==> config.mk <==
export PLATFORM = sky130hd
export DESIGN_NAME = rr_req_gnt_arbiter
export DESIGN_NICKNAME = d
export VERILOG_FILES = /design/src/rtl/rr_req_gnt_arbiter.sv
export SDC_FILE = /design/constraint.sdc
export NUM_CORES = 1
export LEC_CHECK = 0
export CAP_MARGIN = 30
export CORE_MARGIN = 2
export CORE_UTILIZATION = 55
export CTS_CLUSTER_DIAMETER = 40
export DETAILED_ROUTE_END_ITERATION = 8
export DONT_BUFFER_PORTS = 1
export PLACE_DENSITY = 0.74
export RECOVER_POWER = 50
export SYNTH_ARGS = -nofsm -noshare
export SYNTH_HDL_FRONTEND = slang
export SYNTH_SLANG_ARGS = --single-unit
==> constraint.sdc <==
create_clock -name clk -period 2.35 [get_ports clk]
set_input_delay 0.47 -clock clk [delete_from_list [all_inputs] [get_ports clk]]
set_output_delay 0.47 -clock clk [all_outputs]
set_load 0.02 [all_outputs]
==> src/rtl/rr_req_gnt_arbiter.sv <==
// Round-robin request/grant arbiter with bounded tenure and per-requester starvation flags.
// Optional `RR_ARB_LOCK_EN adds a lock input that extends the current owner's tenure past HOLD_MAX.
module rr_req_gnt_arbiter #(
   parameter int unsigned NUM_REQ  = 4,
   parameter int unsigned HOLD_MAX = 4,
   parameter int unsigned MAX_WAIT = 16
) (
   input  logic                       clk,
   input  logic                       reset_n,
`ifdef RR_ARB_LOCK_EN
   input  logic                       lock,
`endif
   input  logic [NUM_REQ-1:0]         req,
   output logic [NUM_REQ-1:0]         gnt,
   output logic                       gnt_valid,
   output logic [$clog2(NUM_REQ)-1:0] gnt_id,
   output logic [NUM_REQ-1:0]         starve
);

   localparam int unsigned IDW = $clog2(NUM_REQ);
   localparam int unsigned HCW = $clog2(HOLD_MAX + 1);
   localparam int unsigned WCW = $clog2(MAX_WAIT + 1);

   typedef enum logic {IDLE, BUSY} state_t;

   state_t             state_q, state_d;
   logic [IDW-1:0]     ptr_q, ptr_d;
   logic [IDW-1:0]     id_q, id_d;
   logic [HCW-1:0]     hold_q, hold_d;
   logic [NUM_REQ-1:0] gnt_q, gnt_d;
   logic [NUM_REQ-1:0] starve_q, starve_d;
   logic [WCW-1:0]     wait_q [NUM_REQ];
   logic [WCW-1:0]     wait_d [NUM_REQ];

   logic [IDW-1:0]     ptr_after;
   logic [IDW:0]       pick;
   logic               rel;
   logic               hold_full;
   logic               lock_hold;

   // Descending scan so the last hit written is the first set bit at or above start.
   function automatic logic [IDW:0] rr_pick(input logic [NUM_REQ-1:0] r,
                                            input logic [IDW-1:0]     start);
      logic [IDW:0] res;
      int unsigned  idx;
      res = '0;
      for (int unsigned k = NUM_REQ; k > 0; k--) begin
         idx = ({{(32-IDW){1'b0}}, start} + k - 1) % NUM_REQ;
         if (r[IDW'(idx)]) res = {1'b1, IDW'(idx)};
      end
      return res;
   endfunction

`ifdef RR_ARB_LOCK_EN
   assign lock_hold = lock;
`else
   assign lock_hold = 1'b0;
`endif

   assign hold_full = (hold_q == HCW'(HOLD_MAX));
   assign ptr_after = (id_q == IDW'(NUM_REQ - 1)) ? '0 : id_q + 1'b1;
   assign rel       = !req[id_q] || (hold_full && !lock_hold);
   assign pick      = rr_pick(req, (state_q == IDLE) ? ptr_q : ptr_after);

   always_comb begin
      state_d = state_q;
      ptr_d   = ptr_q;
      id_d    = id_q;
      hold_d  = hold_q;
      gnt_d   = gnt_q;
      case (state_q)
         IDLE: begin
            if (pick[IDW]) begin
               state_d            = BUSY;
               id_d               = pick[IDW-1:0];
               hold_d             = HCW'(1);
               gnt_d              = '0;
               gnt_d[pick[IDW-1:0]] = 1'b1;
            end
         end
         BUSY: begin
            if (rel) begin
               ptr_d = ptr_after;
               gnt_d = '0;
               if (pick[IDW]) begin
                  id_d                 = pick[IDW-1:0];
                  hold_d               = HCW'(1);
                  gnt_d[pick[IDW-1:0]] = 1'b1;
               end else begin
                  state_d = IDLE;
                  id_d    = '0;
                  hold_d  = '0;
               end
            end else if (!hold_full) begin
               hold_d = hold_q + 1'b1;
            end
         end
         default: state_d = IDLE;
      endcase
   end

   always_comb begin
      starve_d = starve_q;
      for (int unsigned i = 0; i < NUM_REQ; i++) begin
         wait_d[i] = '0;
         if (req[i] && !gnt_q[i])
            wait_d[i] = (wait_q[i] == WCW'(MAX_WAIT)) ? wait_q[i] : wait_q[i] + 1'b1;
         if (wait_d[i] == WCW'(MAX_WAIT)) starve_d[i] = 1'b1;
      end
   end

   always_ff @(posedge clk) begin
      if (!reset_n) begin
         state_q  <= IDLE;
         ptr_q    <= '0;
         id_q     <= '0;
         hold_q   <= '0;
         gnt_q    <= '0;
         starve_q <= '0;
         for (int unsigned i = 0; i < NUM_REQ; i++) wait_q[i] <= '0;
      end else begin
         state_q  <= state_d;
         ptr_q    <= ptr_d;
         id_q     <= id_d;
         hold_q   <= hold_d;
         gnt_q    <= gnt_d;
         starve_q <= starve_d;
         for (int unsigned i = 0; i < NUM_REQ; i++) wait_q[i] <= wait_d[i];
      end
   end

   assign gnt       = gnt_q;
   assign gnt_valid = |gnt_q;
   assign gnt_id    = id_q;
   assign starve    = starve_q;

endmodule

==> results_dict.tcl, run 1 <==
set metrics [dict create \
    io_buffers 0 \
    die_w_um 62.3 \
    path_clk_slew_ns 0.12 \
    synthCells 213 \
    clock_power_share 0.341 \
    cts_num_sinks 36 \
    critPathLaunch "gnt_id[1]" \
    final_cell_mix "36 x dfxtp_1, 24 x nor2_1, 15 x inv_1, 13 x nand2_1" \
    synthArstFlopShare 0 \
    r2r_cells 6 \
    r2r_end "gnt[1]" \
    post_dp_cell_area_um2 1910 \
    ff2ff_setup_slack_ns 0.39 \
    fin_skew_ns 0.0152 \
    grt_antenna_before_repair 0 \
    hold_slack_ns 0.227 \
    grt_start_max_net_pins 16 \
    leakage_nw 0.751 \
    min_path_cells 2 \
    slowest_delay_ns 0.53 \
    wl_met1_um 1590 \
    final.setup.tns_ns 0 \
    internal-power_mw 0.933 \
    maxCapViolations 0 \
    top_layer_used "met4" \
    cts-root-buf "clkbuf_4" \
    synth-edff-count 0 \
    area_growth_pct 6.43 \
    post-dp-hpwl_um 2840 \
    clk_path_buf_depth 2 \
    cts_tree "built" \
    fin_nets 234 \
    syn-cell-area_um2 1870 \
    power_density_nw_per_um2 649 \
    worstSkewPairLatency_ns 0.35 \
    drive_above_1_share 0.0642 \
    finalCriticalPeriod_ns 1.96 \
    die_y_um 62.3 \
    ys_ff_latch 36 \
    cts_resized 0 \
    synth_area_per_cell_um2 8.78 \
    rsz0062_at_grt "no" \
    combPwrFrac 0.134 \
    setup.worst_path.end_class "flip-flop" \
    layout_commonest_cell "dfxtp_1" \
    rows 21 \
    p_total_mw 1.29 \
    post_drt_wl_per_cell_um 14.2 \
    dp_cells 256 \
    grt_pass1_vias 1501 \
    ctsHtreeMaxLevel 2 \
    syn_nets 230 \
    switchingPower_mw 0.359 \
    wl_met2_um 1840 \
    post-route-util 0.601 \
    dp_slack_ns 0.422 \
    worstSetupPathDepth 6 \
    tightest_slew_ns 0.474 \
    vias 1512 \
    vdd_drop_max_uv 436 \
    antenna_cells 0 \
    synth-warning-count 0 \
    die_area_um2 3880 \
    fin_ws_ns 0.390 \
    pwr-share-seq 0.525 \
    holdCritStartpoint "reset_n" \
    drc_errors 0 \
    crit_type "reg -> reg" \
    gp_congestion 0.852 \
    fmax_ghz 0.510 \
    netSwitchingFraction 0.278 \
    rr_startpoint "gnt_id[1]" \
    via_per_inst 5.73 \
    cp.required_ns 2.60 \
    synthFlopType "dfxtp_1" \
    cts-buffers-inserted 5 \
    finalCritPeriodShare 0.834 \
    synth_cell_types 47 \
    cp_common_cell "and3_1" \
    min_to "starve[1]" \
    hp-class "in -> reg" \
    start_util 0.565 \
    crit_arrival_ns 2.21 \
    num_io_pins 17 \
    post_cts_buffers 0 \
    critical_path.max_fanout 6 \
    finalInstanceArea_um2 1990 \
    cts_hold_buf 0 \
    grt_overflow 0 \
    crit_chain "ha_1 -> mux2i_2 -> and3_1 -> o21ai_1 -> and3_1 -> a32o_1" \
    relSlewSlack 0.680 \
    detail-route-antenna-nets 0 \
    cp_top_family "flip-flops" \
    final_cells 264 \
    ys_seq_area_frac 0.386 \
    critPathSlowestCell "dfxtp_1" \
    core-area_um2 3310 \
    drt_first_pass_iters 4 \
    wl_met3_um 243 \
    crit_buf_inv 0 \
    crit_path_start_kind "flip-flop" \
    grt_pass1_wl_um 6440 \
    hold_violations 0 \
    outcome "complete, no violations" \
    finalWirelength_um 3740 \
    grt_util_all_layers 0.211 \
    first_iter_violations 103 \
    setup_viol 0 \
    finalMaxSlewViolations 0 \
]
cell usage after synthesis (2+ instances only):
cell | number | area [µm²]
dfxtp_1 | 36 | 721
nor2_1 | 24 | 90.1
inv_1 | 15 | 56.3
nand2_1 | 13 | 48.8
ha_1 | 11 | 138
nand3_1 | 11 | 55.1
xor2_1 | 10 | 87.6
a21oi_1 | 8 | 40.0
nor3_1 | 7 | 35.0
o21ai_0 | 7 | 35.0
nand2b_1 | 6 | 37.5
xnor2_1 | 5 | 43.8
a32o_1 | 4 | 40.0
and2_1 | 4 | 25.0
and3_1 | 4 | 25.0
nand3b_1 | 3 | 22.5
nand4_1 | 3 | 18.8
nand4bb_1 | 3 | 33.8
nor3b_1 | 3 | 22.5
o21a_1 | 3 | 22.5
a31oi_1 | 2 | 12.5
buf_2 | 2 | 10.0
mux2i_1 | 2 | 20.0
nor2b_1 | 2 | 12.5
o21ai_1 | 2 | 10.0
o31ai_1 | 2 | 15.0
final cells by class:
class                   instances  area, µm²
clock inverters                 3       42.5
fillers                       290       1320
inverters                      16       60.1
well taps                      46       57.6
flip-flops and latches         36        721
clock buffers                   5       37.5
repair buffers                  1       7.51
multi-input cells             157       1060
worst max path at each step:
stage                           end
after floorplan              gnt[1]
after global placement       gnt[1]
after detailed placement     gnt[1]
after CTS                 gnt_valid
after global routing      gnt_id[1]
final                        gnt[1]
worst register-to-register path, cell delays in order, from the launching register on:
cell and delay [ns]:
dfxtp_1 0.53, ha_1 0.32, mux2i_2 0.29, and3_1 0.23
o21ai_1 0.10, and3_1 0.16, a32o_1 0.24
cell families (layout without fill, tap and decap cells):
kind of cell / after synthesis / after routing / share of synthesized area
muxes: 4 / 4 / 0.0301
buffers and inverters: 20 / 25 / 0.0455
xor gates and xnor gates: 15 / 15 / 0.0703
adders and majority gates: 11 / 11 / 0.0736
and+or+nand+nor: 90 / 90 / 0.262
DFF: 36 / 36 / 0.386
AOI/OAI and AO/OA: 37 / 37 / 0.133
per-layer routing:
metal | up-vias | global-route usage
li1 | 763 | -
met1 | 707 | 0.231
met2 | 35 | 0.368
met3 | 7 | 0.0797
met4 | 0 | 0.0861
met5 | - | 0
power by group through the flow:
stage,sequential (mW),combinational [mW],clock [mW]
final,0.679,0.173,0.440
after global routing,0.683,0.196,0.479
after CTS,0.679,0.173,0.451
after detailed placement,0.693,0.172,0
after global placement,0.690,0.164,0
after floorplan,0.685,0.144,0
sequential cells by signal (all words and copies together) (netlist names):
signal and cells:
hold_q 3, state_q 1, ptr_q 2, gnt 4
starve 4, wait_q 20, gnt_id 2
Power figures use the tool's default switching activity.
==> inputs of run 2 (changes only) <==
==> constraint.sdc (replaced) <==
create_clock -name clk -period 2.1 [get_ports clk]
set_input_delay 0.42 -clock clk [delete_from_list [all_inputs] [get_ports clk]]
set_output_delay 0.42 -clock clk [all_outputs]
set_load 0.02 [all_outputs]
==> results_dict.tcl, run 2 (synthesis results as in run 1) <==
set metrics [dict create \
    cts_num_sinks 36 \
    cp.required_ns 1.68 \
    setup_viol 0 \
    grt_start_max_net_pins 16 \
    finalWirelength_um 3770 \
    post_drt_wl_per_cell_um 14.2 \
    setup.worst_path.end_class "output port" \
    post_cts_buffers 0 \
    cts-buffers-inserted 5 \
    grt_overflow 0 \
    finalCritPeriodShare 0.904 \
    outcome "complete, no violations" \
    grt_util_all_layers 0.220 \
    final.setup.tns_ns 0 \
    finalInstanceArea_um2 2000 \
    cts_resized 0 \
    ctsHtreeMaxLevel 2 \
    start_util 0.565 \
    power_density_nw_per_um2 725 \
    drt_first_pass_iters 4 \
    first_iter_violations 103 \
    crit_chain "or4_1" \
    die_area_um2 3880 \
    path_clk_slew_ns 0.12 \
    fmax_ghz 0.527 \
    slowest_delay_ns 0.70 \
    rsz0062_at_grt "no" \
    crit_path_start_kind "flip-flop" \
    largest-register "wait_q" \
    finalMaxSlewViolations 0 \
    critical_path.max_fanout 4 \
    worstSkewPairLatency_ns 0.35 \
    detail-route-antenna-nets 0 \
    final_cell_mix "36 x dfxtp_1, 24 x nor2_1, 15 x inv_1, 13 x nand2_1" \
    hp-class "in -> reg" \
    drc_errors 0 \
    relSlewSlack 0.678 \
    finalCriticalPeriod_ns 1.90 \
    fin_nets 236 \
    antenna_cells 0 \
    crit_arrival_ns 1.48 \
    rows 21 \
    fin_skew_ns 0.00978 \
    grt_pass1_wl_um 6780 \
    dp_slack_ns 0.289 \
    cts-root-buf "clkbuf_4" \
    gp_congestion 0.884 \
    area_growth_pct 7.03 \
    grt_pass1_vias 1556 \
    fin_ws_ns 0.201 \
    post_dp_cell_area_um2 1920 \
    crit_type "reg -> out" \
    crit_buf_inv 0 \
    cts_hold_buf 0 \
    drive_above_1_share 0.0682 \
    leakage_nw 0.758 \
    layout_commonest_cell "dfxtp_1" \
    clk_path_buf_depth 2 \
    hold_violations 0 \
    cp_top_family "simple AND/OR/NAND/NOR gates" \
    cts_tree "built" \
    vdd_drop_max_uv 387 \
    core-area_um2 3310 \
    num_io_pins 17 \
    largest_register_ffs 20 \
    die_w_um 62.3 \
    critPathSlowestCell "or4_1" \
    io_buffers 0 \
    grt_antenna_before_repair 0 \
    die_y_um 62.3 \
    maxCapViolations 0 \
    tightest_slew_ns 0.477 \
    post-dp-hpwl_um 2870 \
    via_per_inst 5.86 \
    vias 1558 \
]
-- run 2: cell types whose count changed in the layout (fill, tap and decap cells not counted), sizes merged --
cell    previous run  this run
buf                1         2
clkbuf             5         6
-- run 2: path summary, 6_finish.rpt --
| check | startpoint | endpoint | cells past startpoint | slack (ns) |
|---|---|---|---|---|
| setup / recovery | gnt[3] | gnt_valid | 1 | 0.20 |
| hold / removal | reset_n | starve[1] | 2 | 0.18 |
| setup reg to reg | gnt_id[0] | gnt[0] | 5 | 0.27 |
| hold reg to reg | ptr_q[0] | ptr_q[0] | 2 | 0.51 |
-- run 2: power by group --
group | total, mW | switching (mW) | internal (mW)
registers | 0.755 | 0.0427 | 0.712
logic | 0.204 | 0.118 | 0.0859
clock network | 0.491 | 0.243 | 0.248
-- run 2: area by class of cell --
cell class              count  area, µm²
fillers                   299       1310
multi-input cells         157       1060
flip-flops and latches     36        721
inverters                  16       60.1
well taps                  46       57.6
clock inverters             3       42.5
clock buffers               5       37.5
repair buffers              3       18.8
-- run 2: per-stage QoR --
stage	hold slack (ns)	std cells	power (mW)	utilization
after CTS	0.169	266	1.47	0.605
after global routing	0.173	266	1.52	0.604
final	0.183	266	1.45	0.604
after global placement	0.483	258	0.961	0.581
after detailed placement	0.498	258	0.975	0.581
after floorplan	0.462	213	0.928	-
-- run 2: routing by layer --
layer | part of all wire | GRT usage | vias up
met4 | 0.018 | 0.0889 | 0
met1 | 0.43 | 0.255 | 736
li1 | - | - | 766
met2 | 0.49 | 0.376 | 47
met5 | 0 | 0 | -
met3 | 0.068 | 0.0707 | 9
==> inputs of run 3 (changes only) <==
==> constraint.sdc (replaced) <==
create_clock -name clk -period 1.95 [get_ports clk]
set_input_delay 0.39 -clock clk [delete_from_list [all_inputs] [get_ports clk]]
set_output_delay 0.39 -clock clk [all_outputs]
set_load 0.02 [all_outputs]
==> results_dict.tcl, run 3 (synthesis results as in run 1) <==
set metrics [dict create \
    antenna_cells 0 \
    rows 21 \
    crit_arrival_ns 1.47 \
    final_cell_mix "36 x dfxtp_1, 24 x nor2_1, 15 x inv_1, 13 x nand2_1" \
    largest_register_ffs 20 \
    crit_type "reg -> out" \
    crit_path_start_kind "flip-flop" \
    power_density_nw_per_um2 718 \
    hold_slack_ns 0.154 \
    hp-class "in -> reg" \
    core-area_um2 3310 \
    fin_skew_ns 0.0192 \
    slowest_delay_ns 0.70 \
    rsz0062_at_grt "no" \
    cp_top_family "simple AND/OR/NAND/NOR gates" \
    cts_hold_buf 0 \
    first_iter_violations 104 \
    vias 1494 \
    cts_resized 0 \
    die_area_um2 3880 \
    outcome "complete, no violations" \
    crit_buf_inv 0 \
    finalMaxSlewViolations 0 \
    fin_ws_ns 0.0881 \
    critPathSlowestCell "or4_1" \
    finalCriticalPeriod_ns 1.86 \
    num_io_pins 17 \
    ctsHtreeMaxLevel 2 \
    grt_overflow 0 \
    grt_pass1_wl_um 6320 \
    final_cells 266 \
    seqCellArea_um2 721 \
    fill_cells 302 \
    relSlewSlack 0.631 \
    multi_input_area_um2 1060 \
    gp_congestion 0.899 \
    dp_slack_ns 0.142 \
    path_clk_slew_ns 0.12 \
    setup.worst_path.end_class "output port" \
    final.setup.tns_ns 0 \
    drive_above_1_share 0.0727 \
    via_per_inst 5.62 \
    start_util 0.565 \
    vdd_drop_max_uv 422 \
    fmax_ghz 0.537 \
    post_cts_buffers 0 \
    finalWirelength_um 3710 \
    setup_viol 0 \
    cts_num_sinks 36 \
    critical_path.max_fanout 4 \
    largest-register "wait_q" \
    worstSkewPairLatency_ns 0.34 \
    post_drt_wl_per_cell_um 13.9 \
    cp.required_ns 1.56 \
    maxCapViolations 0 \
    fin_nets 236 \
    area_growth_pct 5.96 \
    cts_tree "built" \
    hold_violations 0 \
    detail-route-antenna-nets 0 \
    leakage_nw 0.756 \
    grt_antenna_before_repair 0 \
    io_buffers 0 \
    post-dp-hpwl_um 2850 \
    drc_errors 0 \
    finalCritPeriodShare 0.955 \
    clk_path_buf_depth 2 \
    layout_commonest_cell "dfxtp_1" \
    drt_first_pass_iters 4 \
    cts-buffers-inserted 5 \
    grt_start_max_net_pins 16 \
    grt_pass1_vias 1443 \
    dp_cells 258 \
    tightest_slew_ns 0.546 \
    crit_chain "or4_1" \
    cts-root-buf "clkbuf_4" \
    grt_util_all_layers 0.201 \
    die_w_um 62.3 \
    die_y_um 62.3 \
]
-- run 3: metrics by stage --
stage          power [mW]  instance area [µm²]   util
6_report             1.42                 1980  0.598
5_1_grt              1.50                 1980  0.598
4_1_cts              1.43                 1980  0.598
3_5_place_dp         1.05                 1920  0.581
3_3_place_gp         1.03                 1920  0.581
2_1_floorplan       0.999                 1870      -
-- run 3: metal layers --
| metal | vias to the layer above | routed length [µm] | global-route usage | part of all wire |
|---|---|---|---|---|
| met5 | - | 0 | 0 | 0 |
| met4 | 0 | 50 | 0.0611 | 0.013 |
| met3 | 7 | 167 | 0.0525 | 0.045 |
| met2 | 25 | 1790 | 0.344 | 0.48 |
| met1 | 694 | 1700 | 0.248 | 0.46 |
| li1 | 768 | - | - | - |
-- run 3: path summary, 6_finish.rpt --
path         slack (ns)  cells after the start   endpoint  startpoint
min                0.15                      2  starve[1]     reset_n
max                0.09                      1  gnt_valid      gnt[3]
max reg2reg        0.13                      6     gnt[1]   gnt_id[1]
min reg2reg        0.51                      2   ptr_q[0]    ptr_q[0]
-- run 3: where the power goes --
group	switching [mW]	internal, mW	total [mW]
logic	0.124	0.0936	0.218
clock network	0.253	0.138	0.391
registers	0.0460	0.767	0.813
-- run 3: cell type report --
| cell class | instances | share of cell area |
|---|---|---|
| multi-input combinational | 157 | 0.537 |
| sequential | 36 | 0.364 |
| inverter | 16 | 0.0303 |
| tap | 46 | 0.0291 |
| clock buffer | 5 | 0.0190 |
| timing repair buffer | 3 | 0.0114 |
| clock inverter | 3 | 0.00948 |
